### config.mk
export PLATFORM = sky130hd
export DESIGN_NAME = ahb5_bus_arbiter
export DESIGN_NICKNAME = d
export VERILOG_FILES = /design/src/rtl/ahb5_bus_arbiter.sv
export SDC_FILE = /design/constraint.sdc
export NUM_CORES = 1
export LEC_CHECK = 0
export ABC_AREA = 1
export BUFFER_PORTS_ARGS = -buffer_cell sky130_fd_sc_hd__buf_2
export CAP_MARGIN = 20
export CORE_MARGIN = 4
export CORE_UTILIZATION = 25
export DETAILED_ROUTE_END_ITERATION = 10
export PLACE_DENSITY = 0.52
export SLEW_MARGIN = 15
export SYNTH_ARGS = -nofsm -noshare
export SYNTH_HDL_FRONTEND = slang
export SYNTH_SLANG_ARGS = --single-unit
### constraint.sdc
create_clock -name Hclk -period 1.4 [get_ports Hclk]
set_input_delay 0.28 -clock Hclk [delete_from_list [all_inputs] [get_ports Hclk]]
set_output_delay 0.28 -clock Hclk [all_outputs]
set_load 0.05 [all_outputs]
### src/rtl/ahb5_bus_arbiter.sv
// ---------------------------------------------------------------------------
// ahb5_bus_arbiter
//
// Round-robin AHB5 bus arbiter with grant parking on master 0, a hold
// counter that forces re-arbitration of long unlocked ownerships at a
// burst-safe point, optional locked-transfer support, and address/data
// phase owner tracking.
//
// Optional feature macro: AHB5_ARB_LOCK_EN
//   defined   -> HLOCK is honoured, the LOCKED state is reachable and
//                HMASTLOCK reports the lock of the address-phase owner.
//   undefined -> HLOCK is ignored, LOCKED is unreachable, HMASTLOCK is 0.
//
// Ports
//   Hclk       in   bus clock, all state updates on its rising edge
//   HReset     in   asynchronous active-high reset
//   HBUSREQ    in   per-master bus request
//   HLOCK      in   per-master locked-transfer request
//   HTRANS     in   transfer type of the address-phase owner
//   HREADY     in   bus ready, arbitration and phase handover only when 1
//   HGRANT     out  registered one-hot grant
//   HMASTER    out  index of the address-phase owner
//   HMASTER_D  out  index of the data-phase owner
//   HMASTLOCK  out  address-phase transfer is locked
// ---------------------------------------------------------------------------
module ahb5_bus_arbiter #(
  parameter int NUM_MASTERS = 4,
  parameter int MAX_HOLD    = 16
) (
  input  logic                           Hclk,
  input  logic                           HReset,
  input  logic [NUM_MASTERS-1:0]         HBUSREQ,
  input  logic [NUM_MASTERS-1:0]         HLOCK,
  input  logic [1:0]                     HTRANS,
  input  logic                           HREADY,
  output logic [NUM_MASTERS-1:0]         HGRANT,
  output logic [$clog2(NUM_MASTERS)-1:0] HMASTER,
  output logic [$clog2(NUM_MASTERS)-1:0] HMASTER_D,
  output logic                           HMASTLOCK
);

  localparam int IW = $clog2(NUM_MASTERS);
  localparam int CW = $clog2(MAX_HOLD + 1);

  localparam logic [1:0] TRANS_BUSY = 2'b01;
  localparam logic [1:0] TRANS_SEQ  = 2'b11;

  typedef enum logic [1:0] {
    PARK   = 2'd0,
    OWN    = 2'd1,
    LOCKED = 2'd2
  } arbState_t;

  arbState_t        r_state;
  logic [IW-1:0]    r_last;
  logic [CW-1:0]    r_count;
  logic [NUM_MASTERS-1:0] r_grant;
  logic [IW-1:0]    r_hmaster;
  logic [IW-1:0]    r_hmasterD;
  logic             r_mastLock;

  logic [NUM_MASTERS-1:0] w_lock;
  logic [NUM_MASTERS-1:0] w_search;
  logic [IW-1:0]    w_owner;
  logic [IW-1:0]    w_pick;
  logic             w_found;
  logic             w_ownerReq;
  logic             w_ownerLock;
  logic             w_midBurst;
  logic             w_rearb;

`ifdef AHB5_ARB_LOCK_EN
  assign w_lock = HLOCK;
`else
  logic w_unusedLock;
  assign w_lock       = '0;
  assign w_unusedLock = ^HLOCK;
`endif

  // Owner decode, round-robin search and the re-arbitration decision.
  // While parked the grant sits on master 0 but the round-robin pointer
  // keeps the last real owner, so the search resumes after it. When an
  // owner is being re-arbitrated it is masked out of the search; if
  // nobody else is found the keep/park decision is made by the FSM.
  always_comb begin
    w_owner     = (r_state == PARK) ? '0 : r_last;
    w_ownerReq  = HBUSREQ[w_owner];
    w_ownerLock = w_lock[w_owner];
    w_search    = (r_state == PARK) ? HBUSREQ
                                    : (HBUSREQ & ~(NUM_MASTERS'(1) << w_owner));
    w_found     = 1'b0;
    w_pick      = '0;
    for (int k = 1; k <= NUM_MASTERS; k++) begin
      if (!w_found && w_search[IW'((int'(r_last) + k) % NUM_MASTERS)]) begin
        w_found = 1'b1;
        w_pick  = IW'((int'(r_last) + k) % NUM_MASTERS);
      end
    end
    w_midBurst = (HTRANS == TRANS_SEQ) || (HTRANS == TRANS_BUSY);
    case (r_state)
      OWN:     w_rearb = !w_ownerReq ||
                         ((r_count == CW'(MAX_HOLD)) && !w_midBurst);
      LOCKED:  w_rearb = !w_ownerLock;
      default: w_rearb = 1'b0;
    endcase
  end

  // Arbitration FSM with registered grant and phase-owner outputs.
  // Nothing moves on a wait-state cycle. HMASTER follows the grant one
  // ready edge later and HMASTER_D follows HMASTER one ready edge later.
  always_ff @(posedge Hclk or posedge HReset) begin
    if (HReset) begin
      r_state    <= PARK;
      r_last     <= '0;
      r_count    <= '0;
      r_grant    <= NUM_MASTERS'(1);
      r_hmaster  <= '0;
      r_hmasterD <= '0;
      r_mastLock <= 1'b0;
    end else if (HREADY) begin
      r_hmasterD <= r_hmaster;
      r_hmaster  <= w_owner;
      r_mastLock <= w_ownerLock;
      case (r_state)
        PARK: begin
          if (w_found) begin
            r_state <= w_lock[w_pick] ? LOCKED : OWN;
            r_last  <= w_pick;
            r_grant <= NUM_MASTERS'(1) << w_pick;
            r_count <= '0;
          end else begin
            r_grant <= NUM_MASTERS'(1);
          end
        end
        OWN, LOCKED: begin
          if (w_rearb) begin
            if (w_found) begin
              r_state <= w_lock[w_pick] ? LOCKED : OWN;
              r_last  <= w_pick;
              r_grant <= NUM_MASTERS'(1) << w_pick;
              r_count <= '0;
            end else if (w_ownerReq) begin
              r_state <= w_ownerLock ? LOCKED : OWN;
              r_count <= '0;
            end else begin
              r_state <= PARK;
              r_grant <= NUM_MASTERS'(1);
              r_count <= '0;
            end
          end else if (r_state == OWN && r_count != CW'(MAX_HOLD)) begin
            r_count <= r_count + CW'(1);
          end
        end
        default: begin
          r_state <= PARK;
          r_grant <= NUM_MASTERS'(1);
          r_count <= '0;
        end
      endcase
    end
  end

  assign HGRANT    = r_grant;
  assign HMASTER   = r_hmaster;
  assign HMASTER_D = r_hmasterD;
  assign HMASTLOCK = r_mastLock;

endmodule

==> results.toml, run 1 <==
[routing]
routed_wl_um = 2930
drtPass1Iterations = 4
drc = 0
via_count = 1248
wire_per_inst_um = 9.79
drt-initial-drc-count = 25
postRouteAntennaNets = 0
via_per_inst = 4.17

[global_route]
antenna_found_initial = 0
grt_pass1_vias = 1295
grt-ovfl-total = 0
grt_usage = 0.108
grt_max_degree = 17
grt_pass1_wl_um = 5600

[die]
die_area_um2 = 6230
ioPinCount = 22
rows = 25
coreArea_um2 = 4790
die_w_um = 78.9
start_util = 0.263
die_h_um = 78.9

[logic_synthesis]
syn_inst = 179
synth.top_cells.by_area = "dfrtp_1 30%, nand2_1 17%, nand3_1 11%, nand2_2 4.5%, nand2_4 4.5%"
yosysMostFrequentCell = "nand2_1"
synth_top_area_share = 0.299
synth_nets = 194
yosys_register_bits = 16
ys_top_cells_by_count = "57 x nand2_1, 27 x nand3_1, 15 x dfrtp_1, 12 x inv_1"
syn-mean-instance-area_um2 = 7.02
syn-cell-area_um2 = 1260
synth-seq-area-share = 0.319
yosys.cell_types.count = 28
yosys.area.top_type = "dfrtp_1"
synthFlopType = "dfrtp_1"
synth-edff-count = 0
yosys_warnings = 0
async_reset_ff_frac = 1.00

[critical_path]
path_cells = "buf_4 -> a21oi_2 -> nand2_1 -> nand3_2 -> nor2_4 -> nor2_4 -> buf_12 -> nand2_4 -> inv_4 -> nand2_2 -> nand2_1 -> nor2_2"
crit_path_max_fanout = 7
path_class = "reg -> reg"
timing.critical_path.buf_inv = 3
cpPeakStageDelay_ns = 0.46
crit_path_start_kind = "flip-flop"
cp_slowest_cell = "dfrtp_2"
endpoint_kind = "flip-flop"
path_delay_family = "simple AND/OR/NAND/NOR gates"
crit_required_ns = 1.59
arrival_ns = 1.78

[run_status]
outcome = "complete, but fails checks"
violations = "setup timing"

[power_and_ir_drop]
seq_power_share = 0.185
p_per_area_nw_per_um2 = 2260
peakVddDrop_uv = 954
leakage_nw = 0.968
comb_power_share = 0.715
report.power.total_w = 0.00412
sw_frac_of_total = 0.488
p_int_w = 0.00211
clkPwrFrac = 0.100
p_switching_w = 0.00201

[timing]
drv_slew = 0
setup_violations = 12
finalCritPeriodShare = 1.14
finalHoldViolations = 0
timing.final.ws_setup_ns = -0.196
final.min_clock_period_ns = 1.60
fmax_ghz = 0.627
skew_ns = 0.00344
rsz0062_at_grt = "true"

[place]
gp_congestion = 0.759
port_buffers = 15
place_inst = 288
dp_hpwl_um = 2290

[cts]
cts_tree = "built"
h-tree-depth = 1
numCtsBuffers = 3
cts-root-buf = "clkbuf_8"
clock_path_buffers = 2
clk_latency_ns = 0.25
clock_sinks = 16
cts.clk_slew.worst_paths_ns = 0.07

[finish]
fin_util = 0.381
syn2layout_area_growth_pct = 45.2
drive_gt1_frac = 0.466
stdcell_count = 299
antennaDiodeCount = 0
final_net_count = 248

[job]
maxCapViolations = 0

[hold_path]
hold_class = "in -> async"
[worst paths after layout]
path | to | depth (start not counted) | slack, ns | startpoint
hold reg to reg | HMASTER_D[1] | 2 | 0.47 | HMASTER_D[1]
setup reg to reg | HGRANT[0] | 12 | -0.20 | r_last[1]
min in group Hclk | HMASTER_D[0] | 3 | 0.31 | HREADY
setup / recovery | HGRANT[0] | 12 | -0.20 | r_last[1]
max in group asynchronous | HGRANT[0] | 3 | 1.13 | HReset
hold / removal | HGRANT[2] | 3 | 0.02 | HReset
[what timing repair did]
| item | in CTS | in global routing |
|---|---|---|
| setup buffers | 2 | 4 |
| setup endpoints to repair | 12 | 12 |
| pin swaps | 7 | 5 |
| gates resized for setup | 11 | 8 |
| gates cloned | 1 | 0 |
| hold buffers | 0 | 0 |
[power groups by stage]
stage	clock network (W)	registers, W	logic (W)
6_report	0.000413	0.000760	0.00295
2_1_floorplan	0	0.00104	0.00156
3_5_place_dp	0	0.000763	0.00263
3_3_place_gp	0	0.000772	0.00261
5_1_grt	0.000453	0.000790	0.00329
4_1_cts	0.000429	0.000767	0.00278
[state kept, by name, indices dropped and copies added (netlist names)]
name and count:
HMASTER 2, r_count 5, r_last 2, HMASTER_D 2, r_state 1, HGRANT 4
[worst min-delay path, cell delays in order]
cell and delay, ns:
buf_2 0.09, inv_1 0.04, buf_4 0.23
[per-stage QoR]
stage               setup WS, ns  setup TNS, ns  hold slack [ns]  cell area (um^2)
floorplan                -0.0490         -0.239            0.193              1290
global placement          -0.227          -2.44            0.305              1640
detailed placement        -0.237          -2.41            0.306              1640
CTS                       -0.189          -1.94           0.0296              1750
global route              -0.358          -3.87           0.0550              1830
finish                    -0.196          -2.04           0.0216              1830
[logic make-up (layout without fill, tap and decap cells)]
group,Yosys count,count (layout),share of synthesized area
compound gates,12,12,0.0577
xor+xnor,3,3,0.0209
fa+ha+maj,2,2,0.0199
buf+inv,24,76,0.0905
flops,16,16,0.319
other cells,1,1,0.00298
simple gates,121,122,0.489
[metal layers]
metal,global-route usage,part of all wire,vias up
li1,-,-,678
met1,0.151,0.50,550
met2,0.177,0.45,20
met3,0.0306,0.041,0
met4,0.00515,0,0
met5,0,0,-
[layout make-up]
class                      count  area, um^2
clock buffer                   4        55.1
fill                         516        2960
inverter                      20        78.8
multi-input combinational    140         827
sequential                    16         404
tap                           67        83.8
timing repair buffer          52         377
[layout by cell type (no fill, tap or decap), types with 2 or more instances in the layout]
| cell type | instances |
|---|---|
| buf_2 | 15 |
| buf_4 | 33 |
| nor2_2 | 3 |
| xor2_1 | 2 |
| nand4_1 | 2 |
| nand3b_1 | 2 |
| inv_1 | 12 |
| nand2_2 | 17 |
| o21ai_0 | 4 |
| inv_2 | 6 |
| nand2_1 | 49 |
| clkbuf_8 | 4 |
| dfrtp_1 | 13 |
| nand3_1 | 23 |
| nand3_2 | 6 |
| nand2_4 | 5 |
| o211ai_1 | 2 |
| dfrtp_2 | 2 |
| o21ai_2 | 3 |
| buf_6 | 3 |
| nor2_4 | 4 |
| nor2_1 | 6 |
| ha_1 | 2 |
| o21ai_1 | 2 |
| nor3_1 | 3 |
(Power assumes the default switching activity.)
==> run 2, diff against run 1 <==
- CORE_ASPECT_RATIO: unset -> 1.75
- CORE_MARGIN: 4 -> unset
==> results.toml, run 2 (synthesis gave the netlist of run 1 again) <==
[timing]
finalCritPeriodShare = 1.13
timing.final.ws_setup_ns = -0.176
skew_ns = 0.00527
fmax_ghz = 0.634
setup_violations = 12
finalSetupTns_ns = -1.68
finalHoldViolations = 0
rsz0062_at_grt = "true"
final.min_clock_period_ns = 1.58
drv_slew = 0

[finish]
final_net_count = 242
fin_util = 0.382
largest_reg_flops = 5
mostFrequentLayoutCells = "42 x nand2_1, 27 x buf_4, 22 x nand2_2, 22 x nand3_1, 15 x buf_2"
antennaDiodeCount = 0
largest_register = "r_count"
syn2layout_area_growth_pct = 44.4
drive_gt1_frac = 0.509
mostFrequentLayoutCell = "nand2_1"

[power_and_ir_drop]
sw_frac_of_total = 0.513
peakVddDrop_uv = 1020
p_switching_w = 0.00213
clkPwrFrac = 0.100
leakage_nw = 0.950
p_int_w = 0.00203
seq_power_share = 0.183
report.power.total_w = 0.00416
p_per_area_nw_per_um2 = 2290
comb_power_share = 0.718

[global_route]
grt_pass1_vias = 1299
grt_pass1_wl_um = 5640
grt-ovfl-total = 0
grt_usage = 0.136
antenna_found_initial = 0
grt_max_degree = 17

[routing]
via_per_inst = 4.56
drt-initial-drc-count = 7
wire_per_inst_um = 11.8
drtPass1Iterations = 4
routed_wl_um = 3270
via_count = 1268
drc = 0
postRouteAntennaNets = 0

[place]
gp_congestion = 0.833
port_buffers = 15
dp_hpwl_um = 2500

[critical_path]
ff2ff_path_depth = 10
crit_path_start_kind = "flip-flop"
r2r_start = "r_last[0]"
arrival_ns = 1.75
path_class = "reg -> reg"
crit_path_max_fanout = 7
endpoint_kind = "flip-flop"
reg2reg_slack_ns = -0.18
r2r-end = "r_last[1]"
crit_required_ns = 1.57

[cts]
numCtsBuffers = 3
cts-root-buf = "clkbuf_8"
holdBufCountCts = 0
cts_tree = "built"
cts.clk_slew.worst_paths_ns = 0.07
clock_sinks = 16
clk_latency_ns = 0.25
clock_path_buffers = 2
h-tree-depth = 1

[run_status]
outcome = "complete, but fails checks"
violations = "setup timing"

[hold_path]
hold_class = "in -> async"

[job]
maxCapViolations = 0

[die]
die_area_um2 = 5330
die_h_um = 95.8
rows = 33
ioPinCount = 22
start_util = 0.265
coreArea_um2 = 4750
die_w_um = 55.6
run 2: cell types whose count changed in the layout (fill, tap and decap cells not counted), sizes merged:
cell    previous run  this run
buf               52        46
clkinv             1         0
inv               19        20
run 2: metrics by stage:
stage	setup slack, ns	instances	hold slack, ns	cell area [um^2]
after floorplan	-0.0490	179	0.193	1290
after global placement	-0.186	266	0.301	1570
after detailed placement	-0.211	266	0.300	1570
after CTS	-0.181	276	0.0283	1750
after global routing	-0.286	278	0.0470	1820
final	-0.176	278	0.0232	1820
run 2: timing repair:
action | 4_1_cts | 5_1_grt
cloned | 1 | 0
buffers inserted | 5 | 2
resized for setup | 25 | 16
setup endpoints to repair | 12 | 12
pin swaps | 20 | 8
run 2: power by group through the flow:
stage | Combinational [W] | Clock, W | Sequential [W]
final | 0.00299 | 0.000415 | 0.000761
after global routing | 0.00329 | 0.000443 | 0.000782
after CTS | 0.00279 | 0.000427 | 0.000762
after detailed placement | 0.00252 | 0 | 0.000741
after global placement | 0.00252 | 0 | 0.000739
after floorplan | 0.00156 | 0 | 0.00104
run 2: final cells by class:
class / instances / area [um^2]
Tap cell: 52 / 65.1
Fill cell: 505 / 2930
Sequential cell: 16 / 404
Timing Repair Buffer: 46 / 323
Multi-Input combinational cell: 140 / 883
Inverter: 20 / 85.1
Clock buffer: 4 / 55.1
run 2: how the worst max path moves through the flow:
stage | from | to | slack [ns] | depth (start not counted)
global route | r_last[0] | HGRANT[1] | -0.29 | 10
floorplan | r_count[0] | r_count[0] | -0.05 | 11
global placement | r_last[0] | r_count[0] | -0.19 | 11
finish | r_last[0] | r_last[1] | -0.18 | 10
detailed placement | r_last[0] | r_count[1] | -0.21 | 11
CTS | r_last[0] | r_count[3] | -0.18 | 11
run 2: layer usage:
layer  up-vias  track usage  routed length [um]
met2        13        0.281                1930
met4         0       0.0688                 103
li1        670            -                   -
met5         -            0                   0
met1       576        0.128                1200
met3         9       0.0148                  43
run 2: critical path: stages, from the launching register on:
cell and delay, ns:
dfrtp_2 0.45, buf_6 0.16, nand2_1 0.07, nand2_2 0.10
nand2_2 0.07, nand2_4 0.10, nand4_4 0.14, buf_4 0.17
nand2_2 0.08, nand2_1 0.06, o21ai_1 0.08
==> run 3, diff against run 2 <==
- CAP_MARGIN: 20 -> 10
- CORE_UTILIZATION: 25 -> 39
- PLACE_DENSITY: 0.52 -> 0.7
==> results.toml, run 3 (synthesis gave the netlist of run 1 again) <==
[run_status]
outcome = "complete, but fails checks"
violations = "setup timing"

[critical_path]
crit_path_max_fanout = 7
crit_path_start_kind = "flip-flop"
crit_required_ns = 1.59
endpoint_kind = "flip-flop"
path_class = "reg -> reg"
ff2ff_path_depth = 11
arrival_ns = 1.80

[routing]
wl_met2_um = 1840
m1WireLength_um = 1100
via_per_inst = 4.88
drc = 0
dr_wl_met3_um = 47
routed.top_layer = "met4"
drtPass1Iterations = 6
drt-initial-drc-count = 15
routed_wl_um = 3140
via_count = 1283
wire_per_inst_um = 11.9
postRouteAntennaNets = 0

[finish]
mostFrequentLayoutCells = "50 x nand2_1, 24 x buf_4, 23 x nand3_1, 15 x buf_2"
mostFrequentLayoutCell = "nand2_1"
final_net_count = 237
fin_area_um2 = 1750
largest_reg_flops = 5
drive_gt1_frac = 0.466
largest_register = "r_count"
syn2layout_area_growth_pct = 39.1
antennaDiodeCount = 0
fin_util = 0.584

[timing]
finalSetupTns_ns = -1.81
rsz0062_at_grt = "true"
finalCritPeriodShare = 1.15
finalHoldViolations = 0
timing.final.ws_setup_ns = -0.208
setup_violations = 12
final.min_clock_period_ns = 1.61
drv_slew = 0
fmax_ghz = 0.622
skew_ns = 0.00273

[global_route]
grt_usage = 0.210
grt_pass1_vias = 1264
grt_max_degree = 17
grt-ovfl-total = 0
grt_pass1_wl_um = 5380
antenna_found_initial = 0

[place]
dp_hpwl_um = 2280
port_buffers = 15
place_area_um2 = 1550
gp_congestion = 0.827

[die]
die_h_um = 77.1
coreArea_um2 = 2990
start_util = 0.420
die_area_um2 = 3460
rows = 26
ioPinCount = 22
die_w_um = 44.9

[cts]
clock_path_buffers = 2
clock_sinks = 16
cts_tree = "built"
cts-root-buf = "clkbuf_8"
holdBufCountCts = 0
numCtsBuffers = 3
cts.clk_slew.worst_paths_ns = 0.06
clk_latency_ns = 0.25
h-tree-depth = 1

[power_and_ir_drop]
peakVddDrop_uv = 1100
leakage_nw = 0.922
p_per_area_nw_per_um2 = 2340

[job]
maxCapViolations = 0

[hold_path]
hold_class = "in -> async"
run 3: final cells by class:
cell class                 instances  area (um^2)
clock buffer                       4         55.1
sequential                        16          404
fill                             282         1240
timing repair buffer              42          289
inverter                          20         87.6
multi-input combinational        139          861
tap                               42         52.6
run 3: metrics by stage:
stage               hold slack, ns  std cells  worst slack [ns]  power, W
finish                      0.0180        263            -0.208   0.00409
global route                0.0505        263            -0.361   0.00443
CTS                         0.0221        261            -0.145   0.00387
detailed placement           0.294        255            -0.204   0.00326
global placement             0.297        255            -0.189   0.00323
floorplan                    0.193        179           -0.0490   0.00260
run 3: where the power goes:
group	switching, W	total [W]	leakage, nW	internal (W)
clock	0.000168	0.000417	0.0288	0.000250
combinational	0.00180	0.00290	0.688	0.00111
sequential	0.000135	0.000766	0.204	0.000631
run 3: critical path, cell delays in order (launching register included):
cell and delay (ns):
dfrtp_2 0.46, buf_6 0.16, nand2_1 0.07, nand2_2 0.08
nor2_2 0.12, nor2_1 0.04, nor2_1 0.12, nand3_2 0.12
nor2_4 0.13, nor2_4 0.06, nor2_2 0.12, nor2_2 0.05
run 3: path summary, 6_finish.rpt:
path | from | endpoint | slack (ns)
setup / recovery | r_last[0] | HGRANT[0] | -0.21
hold / removal | HReset | HGRANT[3] | 0.02
setup reg to reg | r_last[0] | HGRANT[0] | -0.21
hold reg to reg | HMASTER_D[1] | HMASTER_D[1] | 0.47
max in group asynchronous | HReset | HGRANT[0] | 1.13
min in group Hclk | HREADY | HMASTER_D[1] | 0.31
run 3: routing by layer:
| metal | track usage | vias to the layer above |
|---|---|---|
| met1 | 0.224 | 596 |
| met3 | 0.0235 | 13 |
| met4 | 0.148 | 0 |
| met2 | 0.357 | 20 |
| met5 | 0 | - |
| li1 | - | 654 |
run 3: timing repair:
item | 4_1_cts | 5_1_grt
resized for setup | 17 | 16
endpoints found under the setup margin | 12 | 12
buffers inserted | 2 | 2
pin swaps | 10 | 5
